File: src/rtl/rom_sequencer.sv
// rom_sequencer: fetch/execute controller for a 4-word, 2-bit instruction ROM (INC/JNO/HLT).
// Optional macro INSTR_COUNT_EN adds an 8-bit saturating retired-instruction counter on icount.
module rom_sequencer #(
  parameter int ACC_WIDTH = 4
) (
  input  logic                 clk,
  input  logic                 reset,
  input  logic                 start,
  output logic                 rom_sel1,
  output logic                 rom_sel2,
  input  logic [1:0]           rom_data,
  output logic [1:0]           pc,
  output logic [ACC_WIDTH-1:0] acc,
  output logic                 ovf,
  output logic                 busy,
  output logic                 halted,
  output logic                 err
`ifdef INSTR_COUNT_EN
  ,
  output logic [7:0]           icount
`endif
);

  typedef enum logic [2:0] {
    st_idle    = 3'd0,
    st_fetch   = 3'd1,
    st_exec    = 3'd2,
    st_operand = 3'd3,
    st_halt    = 3'd4
  } state_t;

  localparam logic [1:0] op_inc = 2'b00;
  localparam logic [1:0] op_jno = 2'b01;
  localparam logic [1:0] op_hlt = 2'b10;

  state_t     state_r;
  logic [1:0] ir_r;

  assign rom_sel1 = pc[1];
  assign rom_sel2 = pc[0];

  // Main sequencer: state, program counter, instruction register and datapath registers
  always_ff @(posedge clk or posedge reset) begin
    if (reset) begin
      state_r <= st_idle;
      ir_r    <= 2'b00;
      pc      <= 2'b00;
      acc     <= {ACC_WIDTH{1'b0}};
      ovf     <= 1'b0;
      busy    <= 1'b0;
      halted  <= 1'b0;
      err     <= 1'b0;
    end else begin
      case (state_r)
        st_idle: begin
          if (start) begin
            pc      <= 2'b00;
            acc     <= {ACC_WIDTH{1'b0}};
            ovf     <= 1'b0;
            err     <= 1'b0;
            busy    <= 1'b1;
            state_r <= st_fetch;
          end else begin
            state_r <= st_idle;
          end
        end
        st_fetch: begin
          ir_r    <= rom_data;
          pc      <= pc + 2'd1;
          state_r <= st_exec;
        end
        st_exec: begin
          case (ir_r)
            op_inc: begin
              {ovf, acc} <= {1'b0, acc} + {{ACC_WIDTH{1'b0}}, 1'b1};
              state_r    <= st_fetch;
            end
            op_jno: begin
              state_r <= st_operand;
            end
            op_hlt: begin
              busy    <= 1'b0;
              halted  <= 1'b1;
              state_r <= st_halt;
            end
            default: begin
              err     <= 1'b1;
              busy    <= 1'b0;
              halted  <= 1'b1;
              state_r <= st_halt;
            end
          endcase
        end
        st_operand: begin
          // Jump is taken only while the last INC did not carry out
          if (!ovf) begin
            pc <= rom_data;
          end else begin
            pc <= pc + 2'd1;
          end
          state_r <= st_fetch;
        end
        st_halt: begin
          state_r <= st_halt;
        end
        default: begin
          busy    <= 1'b0;
          halted  <= 1'b0;
          state_r <= st_idle;
        end
      endcase
    end
  end

`ifdef INSTR_COUNT_EN
  logic retire_s;

  function automatic logic [7:0] sat_inc8(input logic [7:0] v);
    return (v == 8'hFF) ? v : v + 8'd1;
  endfunction

  // Retirement strobe: INC/HLT in EXEC, JNO in its OPERAND cycle; illegal opcodes never retire
  always_comb begin
    retire_s = 1'b0;
    if (state_r == st_exec) begin
      retire_s = (ir_r == op_inc) || (ir_r == op_hlt);
    end else if (state_r == st_operand) begin
      retire_s = 1'b1;
    end else begin
      retire_s = 1'b0;
    end
  end

  // Saturating retired-instruction counter, cleared when a new run starts
  always_ff @(posedge clk or posedge reset) begin
    if (reset) begin
      icount <= 8'h00;
    end else if ((state_r == st_idle) && start) begin
      icount <= 8'h00;
    end else if (retire_s) begin
      icount <= sat_inc8(icount);
    end else begin
      icount <= icount;
    end
  end
`endif

endmodule
File: config.mk
export PLATFORM = sky130hd
export DESIGN_NAME = rom_sequencer
export DESIGN_NICKNAME = d
export VERILOG_FILES = /design/src/rtl/rom_sequencer.sv
export SDC_FILE = /design/constraint.sdc
export NUM_CORES = 1
export LEC_CHECK = 0
export ABC_CLOCK_PERIOD_IN_PS = 1300
export BUFFER_PORTS_ARGS = -buffer_cell sky130_fd_sc_hd__buf_2
export CORE_MARGIN = 4
export CORE_UTILIZATION = 46
export DETAILED_ROUTE_END_ITERATION = 12
export GPL_TIMING_DRIVEN = 0
export PLACE_DENSITY_LB_ADDON = 0.2
export RECOVER_POWER = 50
export SLEW_MARGIN = 20
export SYNTH_ARGS = -nofsm -noshare
export SYNTH_HDL_FRONTEND = slang
export SYNTH_SLANG_ARGS = --single-unit
File: constraint.sdc
create_clock -name clk -period 1.3 [get_ports clk]
set_input_delay 0.195 -clock clk [delete_from_list [all_inputs] [get_ports clk]]
set_output_delay 0.195 -clock clk [all_outputs]
set_load 0.03 [all_outputs]
======== Word level (Yosys, flattened, before mapping) ========
Cells that the tools add are included.
word-level totals
  register bits after elaboration ......... 15
  bits of input ports ..................... 5
  output and inout port bits .............. 12
  word-level logic and storage cells ...... 54
cells by class
  add/sub/neg operators ................... 2
  equality and inequality tests ........... 10
  multiplexer cells ....................... 19
  bitwise gates (word level) .............. 2
  reductions and logical operators ........ 13
operators with widths
  cell                   count
  $pmux W3 S5            1
  $reduce_and A3 Y1      3
  $mux W4                2
  $ne A2 B2 Y1 const B   4
  $pmux W4 S2            1
  $mux W1                7
  $eq A3 B2 Y1 const B   2
  $pmux W1 S2            3
  $pmux W2 S3            1
  $pmux W3 S2            1
  $reduce_or A3 Y1       2
  $add A4 B1 Y5 const B  1
  $mux W2                2
  $reduce_and A2 Y1      2
  $reduce_or A4 Y1       1
  $eq A3 B1 Y1 const B   1
  $eq A3 B3 Y1 const B   1
  $logic_not A3 Y1       1
  $pmux W1 S3            1
  $reduce_bool A3 Y1     1
  $add A2 B1 Y2 const B  1
  $eq A2 B1 Y1 const B   1
  $eq A2 B2 Y1 const B   1
  $logic_not A2 Y1       1
  other kinds (3)        4

======== Depth between registers and ports, before layout ========
Gate-level depths: netlist of the first run.
  depth in word-level cells ............... 4
  mapped depth ............................ 5

======== Worst setup path before layout of the first run ========
Ideal clock, no wire load.
  path type ............................... register to register
  start point ............................. reg state_r[2]
  end point ............................... reg ir_r[0]
  library setup time ...................... 125 ps
  arrival time ............................ 1138 ps
  data required time ...................... 1175 ps
  setup slack ............................. 38 ps
  stages on the path, launching flop included .. 5
  path buffers ............................ 1
  period minus slack after synthesis ...... 1262 ps
  cells stage by stage .................... dfrtp_1 -> buf_2 -> nand2b_1 -> nor2_1 -> mux2_2
between the ends
  cells in the longest elaborated chain, start to end .. 1
ends and longest elaborated chain
  item                    RTL line  text
  start, declared         36        state_t state_r;
  start signal, assigned  45        state_r <= st_idle;
  start signal, assigned  62        state_r <= st_fetch;
  start signal, assigned  64        state_r <= st_idle;
  $eq A3 B1 Y1            54        case (state_r)
  end signal, assigned    68        ir_r <= rom_data;
  end, declared           37        logic [1:0] ir_r;
Every way passes these cells.
A chain may end at the register's enable or synchronous reset.

======== Worst setup path after layout of the first run ========
  start point ............................. reg ir_r[1]
  end point ............................... reg acc[3]
between the ends
  cells in the longest elaborated chain, start to end .. 3
ends and longest elaborated chain
  item                                RTL line  text
  $logic_not A2 Y1                    73        case (ir_r)
  $ne A2 B2 Y1 (no source line)       --
  $reduce_and A3 Y1 (no source line)  --
  end signal, assigned                48        acc <= {ACC_WIDTH{1'b0}};
  end signal, assigned                58        acc <= {ACC_WIDTH{1'b0}};
  end signal, assigned                75        {ovf, acc} <= {1'b0, acc} + {{ACC_WIDTH{1'b0}}, 1'b1};
  end, declared                       13        output logic [ACC_WIDTH-1:0] acc,
Every way passes these cells.

==> results.yml, run 1 <==
timing:
  hold_viol_final: 0
  slew_violations: 0
  rsz0062_at_grt: "yes"
  skew_ns: 0.0004449
  fin_ws_ns: 0.02715
  fmax_mhz: 785.6
  relSlewSlack: 0.6277
  fin_crit_sh: 0.9791
  tightest_slew_ns: 0.5578
  period_minus_slack_ns: 1.273
  setup_viol: 0
synth:
  synthAdderAreaFrac: 0.01639
  synth_edf_count: 0
  yosys_warnings: 0
  syn_nets: 85
  synth_area_um2: 763.2
  synth-xor-area-share: 0.01148
  yosysSeqAreaShare: 0.4918
  synth_mux_area_frac: 0.02951
  synth_compound_area_frac: 0.1754
  yosys.area_share.simple: 0.2213
  avgSynthCellArea_um2: 9.661
  synth_cell_types: 28
  synth_top_flop_cell: "dfrtp_1"
  synth_async_sr_flop_share: 1.000
  synth_top_family_by_area: "simple AND/OR/NAND/NOR gates"
  synth_cells: 79
  ys_ff_latch: 15
critical_path:
  crit_arrival_ns: 1.48
  worstSetupEndpointType: "flip-flop"
  crit_required_ns: 1.51
  cp-start-kind: "flip-flop"
  crit_type: "flip-flop to flip-flop"
  cp-startpoint: "ir_r[1]$_DFFE_PP0N_"
  worstPathMaxFanout: 5
  r2r-start: "ir_r[1]$_DFFE_PP0N_"
drt:
  finalWirelength_mm: 1.601
  wl_per_cell_um: 13.23
  first_pass_iters: 4
  viasPerCell: 5.521
  num_vias: 668
  drt_iter0_drc: 11
  drc_errors: 0
  drtAntennaViolNets: 0
layout:
  finalNetCount: 112
  fin_util: 0.6250
  syn_to_final_growth_pct: 26.23
  drive_above_1_share: 0.3429
  diodes: 0
cts:
  cts_sinks: 15
  cts_tree: "done"
  path_clk_slew_ns: 0.09
  ctsLongestPathBuffers: 2
  insertion_delay_ns: 0.28
  cts_buffers: 3
  root_buffer: "clkbuf_4"
  htree_num_levels: 1
min_path:
  hold_path_class: "primary input to flip-flop"
  hp-start: "rom_data[1]"
grt:
  grt.overflow.total: 0
  antenna_found_initial: 0
  grt_pass1_wl_mm: 2.635
  grt_usage: 0.1415
  grt_pass1_vias: 610
  grt_max_degree: 16
floorplanning:
  fp.dieW_um: 48.74
  boundaryPins: 17
  rows: 14
  die-area_mm2: 0.002375
  die_y_um: 48.74
  start_util: 0.4951
  coreArea_mm2: 0.001541
place:
  dp.final_hpwl_mm: 1.093
  pre_cts_slack_ns: -0.05460
  place.gp.congestion: 0.7537
  place.port_buffers: 16
job:
  maxCapViolCount: 0
power:
  leakagePower_uw: 0.0004640
  peakVddDrop_mv: 1.494
  power_density_mw_per_mm2: 2373
status:
  outcome: "finished, final reports clean"
==> logic make-up (layout without fill, tap and decap cells) <==
logic type	after synthesis	count (layout)
adders and majority gates	1	1
muxes	2	2
AOI/OAI and AO/OA	23	23
and+or+nand+nor	29	30
buffers and inverters	8	33
DFF	15	15
xor gates and xnor gates	1	1
==> metal layers <==
metal,part of all wire,vias up,GRT usage
li1,-,331,-
met1,0.45,312,0.1761
met2,0.47,21,0.2152
met3,0.057,4,0.03988
met4,0.021,0,0.08520
met5,0,-,0
==> metrics by stage <==
step / total power, uW / std cells / hold slack (ns) / cell area, um^2 / setup TNS [ns]
floorplan: 1569 / 79 / 0.09648 / 763.2 / 0
global placement: 1797 / 111 / 0.2768 / 863.3 / -0.06407
detailed placement: 1823 / 111 / 0.2828 / 863.3 / -0.1080
CTS: 2130 / 116 / 0.1633 / 909.6 / -0.01977
global route: 2470 / 121 / 0.1655 / 963.4 / -0.09200
finish: 2286 / 121 / 0.1635 / 963.4 / 0
==> flip-flops by register name (all words and copies together) (netlist names) <==
signal   count
pc           2
state_r      3
ovf          1
ir_r         2
acc          4
err          1
halted       1
busy         1
==> synth_stat cells (2+ instances only) <==
cell type / n / area share
o21ai_0: 8 / 0.052
nand2_1: 5 / 0.025
mux2_2: 2 / 0.030
inv_1: 3 / 0.015
nand2b_1: 2 / 0.016
and3_1: 3 / 0.025
buf_4: 2 / 0.020
dfrtp_1: 15 / 0.49
o31ai_1: 2 / 0.020
buf_2: 3 / 0.020
a21oi_1: 8 / 0.052
nor2_1: 7 / 0.034
nand3_1: 4 / 0.026
==> cells in the final DEF (no fill, tap or decap) <==
master and n:
a21oi_1 7, a21oi_2 1, a22oi_1 1, a32o_1 1, a41oi_1 1, and3_1 3
buf_2 13, buf_4 7, clkbuf_1 5, clkbuf_4 4, dfrtp_1 12, dfrtp_2 3
dlygate4sd3_1 1, ha_1 1, inv_1 3, mux2_2 2, nand2_1 5, nand2b_1 1
nand2b_4 1, nand3_1 4, nand4_1 1, nor2_1 6, nor2_2 1, nor2_4 2
nor2b_1 1, nor2b_4 1, nor3_1 1, nor3b_1 1, nor3b_4 1, nor4b_1 1
o211ai_1 1, o21ai_0 8, o21ai_1 1, o31ai_1 2, xor2_1 1
==> area by class of cell <==
| cell class | instances | area [um^2] |
|---|---|---|
| Inverter | 3 | 11.26 |
| Buffer | 5 | 35.03 |
| Multi-Input combinational cell | 57 | 376.6 |
| Fill cell | 146 | 578.1 |
| Timing Repair Buffer | 21 | 115.1 |
| Sequential cell | 15 | 379.1 |
| Tap cell | 16 | 20.02 |
| Clock buffer | 4 | 26.28 |
==> power by group <==
part | leakage, uW | switching [uW] | internal [uW]
logic | 0.000258 | 726 | 506
registers | 0.000191 | 164 | 627
clock network | 0.0000150 | 145 | 119
total | 0.000464 | 1030 | 1250
==> critical path: stages, from the launching register on <==
cell	delay, ns
dfrtp_2	0.46
nor3b_4	0.31
o211ai_1	0.14
xor2_1	0.15
a21oi_1	0.13
==> worst paths after layout <==
check	end	slack (ns)	cells past startpoint
max	acc[3]$_DFFE_PP0P_	0.03	4
min	ir_r[1]$_DFFE_PP0N_	0.16	2
max reg2reg	acc[3]$_DFFE_PP0P_	0.03	4
min reg2reg	halted$_DFFE_PP0P_	0.50	1
max in group asynchronous	ir_r[1]$_DFFE_PP0N_	0.41	3
min in group asynchronous	pc[0]$_DFFE_PP0P_	0.50	3
==> repair_timing <==
action	CTS	global route
endpoints found under the hold margin	15	0
gates cloned	0	1
resized for setup	2	9
setup endpoints to repair	2	9
hold buffers	1	0
buffers inserted	0	4
pin swaps	0	2
Power figures use the tool's default switching activity.
==> run 2: changes to the inputs <==
--- a/constraint.sdc
+++ b/constraint.sdc
@@ -3,2 +3,2 @@
 set_output_delay 0.195 -clock clk [all_outputs]
-set_load 0.03 [all_outputs]
+set_load 0.005 [all_outputs]
==> results.yml, run 2 (synthesis gave the netlist of run 1 again) <==
status:
  outcome: "finished, final reports clean"
layout:
  final_common_cell: "buf_2"
  diodes: 0
  largest_register_ffs: 4
  drive_above_1_share: 0.3524
  finalNetCount: 112
  top_regs: "acc x4, state_r x3"
  top_register: "acc"
  fin_area_um2: 964.7
  syn_to_final_growth_pct: 26.39
  fillers: 148
  layout_common_cells: "buf_2 (14), dfrtp_1 (12), o21ai_0 (8)"
  fin_util: 0.6258
cts:
  root_buffer: "clkbuf_4"
  cts_tree: "done"
  path_clk_slew_ns: 0.09
  insertion_delay_ns: 0.28
  cts_sinks: 15
  ctsLongestPathBuffers: 2
  htree_num_levels: 1
  cts_buffers: 3
place:
  dpl_cell_area_um2: 863.3
  place.port_buffers: 16
  place.gp.congestion: 0.7537
  pre_cts_slack_ns: -0.05460
  dp.final_hpwl_mm: 1.093
timing:
  fin_ws_ns: 0.02936
  skew_ns: 0.0004466
  rsz0062_at_grt: "yes"
  fin_crit_sh: 0.9774
  period_minus_slack_ns: 1.271
  hold_viol_final: 0
  setup_viol: 0
  tightest_slew_ns: 0.5580
  slew_violations: 0
  fmax_mhz: 787.0
  worst_hold_slack_ns: 0.1634
  relSlewSlack: 0.6276
grt:
  grt_pass1_wl_mm: 2.635
  grt_max_degree: 16
  grt_usage: 0.1415
  grt.overflow.total: 0
  antenna_found_initial: 0
  grt_pass1_vias: 610
drt:
  num_vias: 672
  wl_per_cell_um: 13.13
  viasPerCell: 5.554
  drtAntennaViolNets: 0
  drc_errors: 0
  first_pass_iters: 4
  finalWirelength_mm: 1.589
  drt_iter0_drc: 9
power:
  combPwrFrac: 0.498
  pwr-share-clk: 0.126
  switching_power_uw: 849.2
  p_sw_frac: 0.4046
  p_seq_frac: 0.377
  leakagePower_uw: 0.0004684
  total_power_uw: 2099
  power_density_mw_per_mm2: 2176
  power.internal_uw: 1250
  peakVddDrop_mv: 1.350
job:
  maxCapViolCount: 0
critical_path:
  crit_arrival_ns: 1.48
  worstPathMaxFanout: 5
  crit_required_ns: 1.51
  path_cells: "nor3b_4, o211ai_1, xor2_1, a21oi_1"
  cp_slowest_cell: "dfrtp_2"
  crit_type: "flip-flop to flip-flop"
  cpPeakStageDelay_ns: 0.46
  worstSetupEndpointType: "flip-flop"
  cp-start-kind: "flip-flop"
floorplanning:
  die_y_um: 48.74
  fp.dieW_um: 48.74
  boundaryPins: 17
  coreArea_mm2: 0.001541
  start_util: 0.4951
  die-area_mm2: 0.002375
  rows: 14
min_path:
  hold_path_class: "primary input to flip-flop"
==> run 2: power by group through the flow <==
stage / combinational, uW / sequential, uW / clock (uW)
finish: 1040 / 791 / 264
global route: 1170 / 820 / 297
CTS: 885 / 782 / 277
detailed placement: 857 / 780 / 0
global placement: 836 / 775 / 0
floorplan: 630 / 757 / 0
==> run 2: what timing repair did <==
action / CTS / global route
setup buffers: 0 / 4
resized for setup: 2 / 9
endpoints found under the setup margin: 2 / 9
endpoints found under the hold margin: 15 / 0
gates cloned: 0 / 1
hold buffers: 1 / 0
pin swaps: 0 / 2
==> run 2: worst paths after layout <==
kind | cells past startpoint | end | startpoint | slack (ns)
setup / recovery | 4 | acc[3]$_DFFE_PP0P_ | ir_r[1]$_DFFE_PP0N_ | 0.03
hold reg to reg | 1 | halted$_DFFE_PP0P_ | halted$_DFFE_PP0P_ | 0.50
min in group asynchronous | 3 | pc[0]$_DFFE_PP0P_ | reset | 0.50
setup reg to reg | 4 | acc[3]$_DFFE_PP0P_ | ir_r[1]$_DFFE_PP0N_ | 0.03
max in group asynchronous | 3 | ir_r[1]$_DFFE_PP0N_ | reset | 0.41
hold / removal | 2 | ir_r[1]$_DFFE_PP0N_ | rom_data[1] | 0.16
==> run 2: worst max-delay path, delay by kind of cell, from the launching register on <==
family | cells | cell delay, ns
simple gates | 1 | 0.31
compound gates | 2 | 0.27
xor+xnor | 1 | 0.15
flops | 1 | 0.46
==> run 2: final cells by class <==
cell class | instances | area (um^2) | area share
flip-flops and latches | 15 | 379.1 | 0.3930
clock buffers | 4 | 26.28 | 0.02724
plain buffers | 5 | 35.03 | 0.03632
well taps | 16 | 20.02 | 0.02075
inverters | 3 | 11.26 | 0.01167
multi-input cells | 57 | 376.6 | 0.3904
repair buffers | 21 | 116.4 | 0.1206
==> run 2: through the flow <==
stage               TNS (ns)  std cells
finish                     0        121
global route        -0.09200        121
CTS                 -0.01977        116
detailed placement   -0.1080        111
global placement    -0.06407        111
floorplan                  0         79
==> run 2: per-layer routing <==
layer	global-route usage	routed length (um)	vias up
li1	-	-	330
met1	0.1761	702	320
met2	0.2152	761	18
met3	0.03988	91	4
met4	0.08520	33	0
met5	0	0	-
==> run 3: changes to the inputs <==
- BUFFER_PORTS_ARGS: -buffer_cell sky130_fd_sc_hd__buf_2 -> unset
- CORE_MARGIN: 4 -> 5
- CORE_UTILIZATION: 46 -> 53
- DONT_BUFFER_PORTS: unset -> 1
- MAX_ROUTING_LAYER: unset -> met4
==> results.yml, run 3 (synthesis gave the netlist of run 1 again) <==
layout:
  drive_above_1_share: 0.2717
  fillers: 96
  layout.cells.non_filler: 107
  largest_register_ffs: 4
  finalNetCount: 99
  top_regs: "acc x4, state_r x3"
  top_register: "acc"
  layout_common_cells: "dfrtp_1 (13), buf_4 (11), a21oi_1 (8)"
  final_common_cell: "dfrtp_1"
  diodes: 0
  fin_area_um2: 909.6
  regArea_um2: 377.9
  fin_util: 0.6820
  syn_to_final_growth_pct: 19.18
  multi_input_area_um2: 366.6
place:
  dp.final_hpwl_mm: 1.014
  dpl_cell_area_um2: 782.0
  place.port_buffers: 0
  place.gp.congestion: 0.8084
  pre_cts_slack_ns: -0.05129
  placedCellCount: 94
critical_path:
  worstPathMaxFanout: 5
  cp_slowest_cell: "dfrtp_2"
  path_cells: "nor3b_4, a21oi_1, o31ai_1, nand2_1"
  crit_required_ns: 1.47
  crit_arrival_ns: 1.41
  worstSetupEndpointType: "flip-flop"
  cp_num_buf_inv: 0
  crit_type: "flip-flop to flip-flop"
  cp-start-kind: "flip-flop"
  cp_top_family: "flip-flops"
  cpPeakStageDelay_ns: 0.46
drt:
  drtAntennaViolNets: 0
  viasPerCell: 5.953
  wl_per_cell_um: 15.23
  drc_errors: 0
  num_vias: 637
  first_pass_iters: 4
  drt_iter0_drc: 14
  finalWirelength_mm: 1.630
power:
  p_seq_frac: 0.379
  combPwrFrac: 0.500
  pwr-share-clk: 0.122
  leakagePower_uw: 0.0004215
  power.internal_uw: 1293
  peakVddDrop_mv: 1.027
  switching_power_uw: 861.2
  p_sw_frac: 0.3998
  power_density_mw_per_mm2: 2368
floorplanning:
  die-area_mm2: 0.002299
  die_y_um: 47.95
  rows: 13
  coreArea_mm2: 0.001334
  start_util: 0.5722
  fp.dieW_um: 47.95
  boundaryPins: 17
cts:
  insertion_delay_ns: 0.28
  htree_num_levels: 1
  root_buffer: "clkbuf_4"
  path_clk_slew_ns: 0.09
  cts_tree: "done"
  cts_sinks: 15
  ctsLongestPathBuffers: 2
  cts_buffers: 3
timing:
  period_minus_slack_ns: 1.240
  hold_viol_final: 0
  setup_viol: 0
  fin_setup_tns_ns: 0
  skew_ns: 0.003265
  rsz0062_at_grt: "yes"
  fmax_mhz: 806.6
  slew_violations: 0
  tightest_slew_ns: 0.5755
  fin_ws_ns: 0.06028
  fin_crit_sh: 0.9536
  relSlewSlack: 0.6159
job:
  maxCapViolCount: 0
grt:
  antenna_found_initial: 0
  grt_max_degree: 16
  grt_pass1_wl_mm: 2.380
  grt_pass1_vias: 565
  grt.overflow.total: 0
  grt_usage: 0.1594
min_path:
  hold_path_class: "primary input to flip-flop"
status:
  outcome: "finished, final reports clean"
==> run 3: cell types whose count changed in the layout (fill, tap and decap cells not counted) <==
cell	delta
a21oi_1	+1
a21oi_2	-1
buf_2	-13
buf_4	+4
buf_6	+1
clkbuf_1	-3
clkbuf_4	-1
dfrtp_1	+1
dfrtp_2	-1
nor2_2	-1
o21ai_0	-1
o21ai_1	+1
==> run 3: path summary, 6_finish.rpt <==
check                               startpoint              endpoint  slack (ns)  depth (start not counted)
max                        ir_r[1]$_DFFE_PP0N_    acc[2]$_DFFE_PP0P_        0.06                          4
max reg2reg                ir_r[1]$_DFFE_PP0N_    acc[2]$_DFFE_PP0P_        0.06                          4
max in group asynchronous                reset  state_r[1]$_DFF_PP0_        0.48                          2
min in group asynchronous                reset  state_r[0]$_DFF_PP0_        0.41                          2
min reg2reg                    ovf$_DFFE_PP0P_       ovf$_DFFE_PP0P_        0.54                          2
min                                rom_data[1]   ir_r[1]$_DFFE_PP0N_        0.06                          1
==> run 3: power by group through the flow <==
| stage | combinational, uW | clock (uW) | sequential, uW |
|---|---|---|---|
| finish | 1080 | 262 | 815 |
| floorplan | 630 | 0 | 757 |
| detailed placement | 740 | 0 | 802 |
| global placement | 725 | 0 | 801 |
| global route | 1170 | 295 | 844 |
| CTS | 773 | 271 | 805 |
==> run 3: metal layers <==
layer	track usage	vias to the layer above	share of wire	routed length [um]
met4	0.1022	0	0.015	25
met1	0.1814	306	0.43	705
li1	-	308	-	-
met3	0.04135	4	0.063	103
met2	0.2454	19	0.49	796
met5	-	-	0	0
==> run 3: timing repair <==
| item | CTS | global route |
|---|---|---|
| setup buffers | 0 | 8 |
| hold buffers | 1 | 0 |
| pin swaps | 0 | 3 |
| setup endpoints to repair | 2 | 9 |
| cloned | 0 | 0 |
| resized for setup | 2 | 10 |
| hold endpoints to repair | 15 | 0 |
==> run 3: layout make-up <==
class | count | share of cell area
Buffer | 5 | 0.04264
Clock buffer | 4 | 0.02889
Inverter | 3 | 0.01238
Multi-Input combinational cell | 56 | 0.4030
Sequential cell | 15 | 0.4154
Tap cell | 15 | 0.02063
Timing Repair Buffer | 9 | 0.07703
==> run 3: metrics by stage <==
| stage | hold WS, ns | total power [uW] |
|---|---|---|
| 3_3_place_gp | 0.1610 | 1525 |
| 2_1_floorplan | 0.09648 | 1387 |
| 5_1_grt | 0.04902 | 2312 |
| 4_1_cts | 0.05314 | 1849 |
| 6_report | 0.05721 | 2154 |
| 3_5_place_dp | 0.1731 | 1542 |
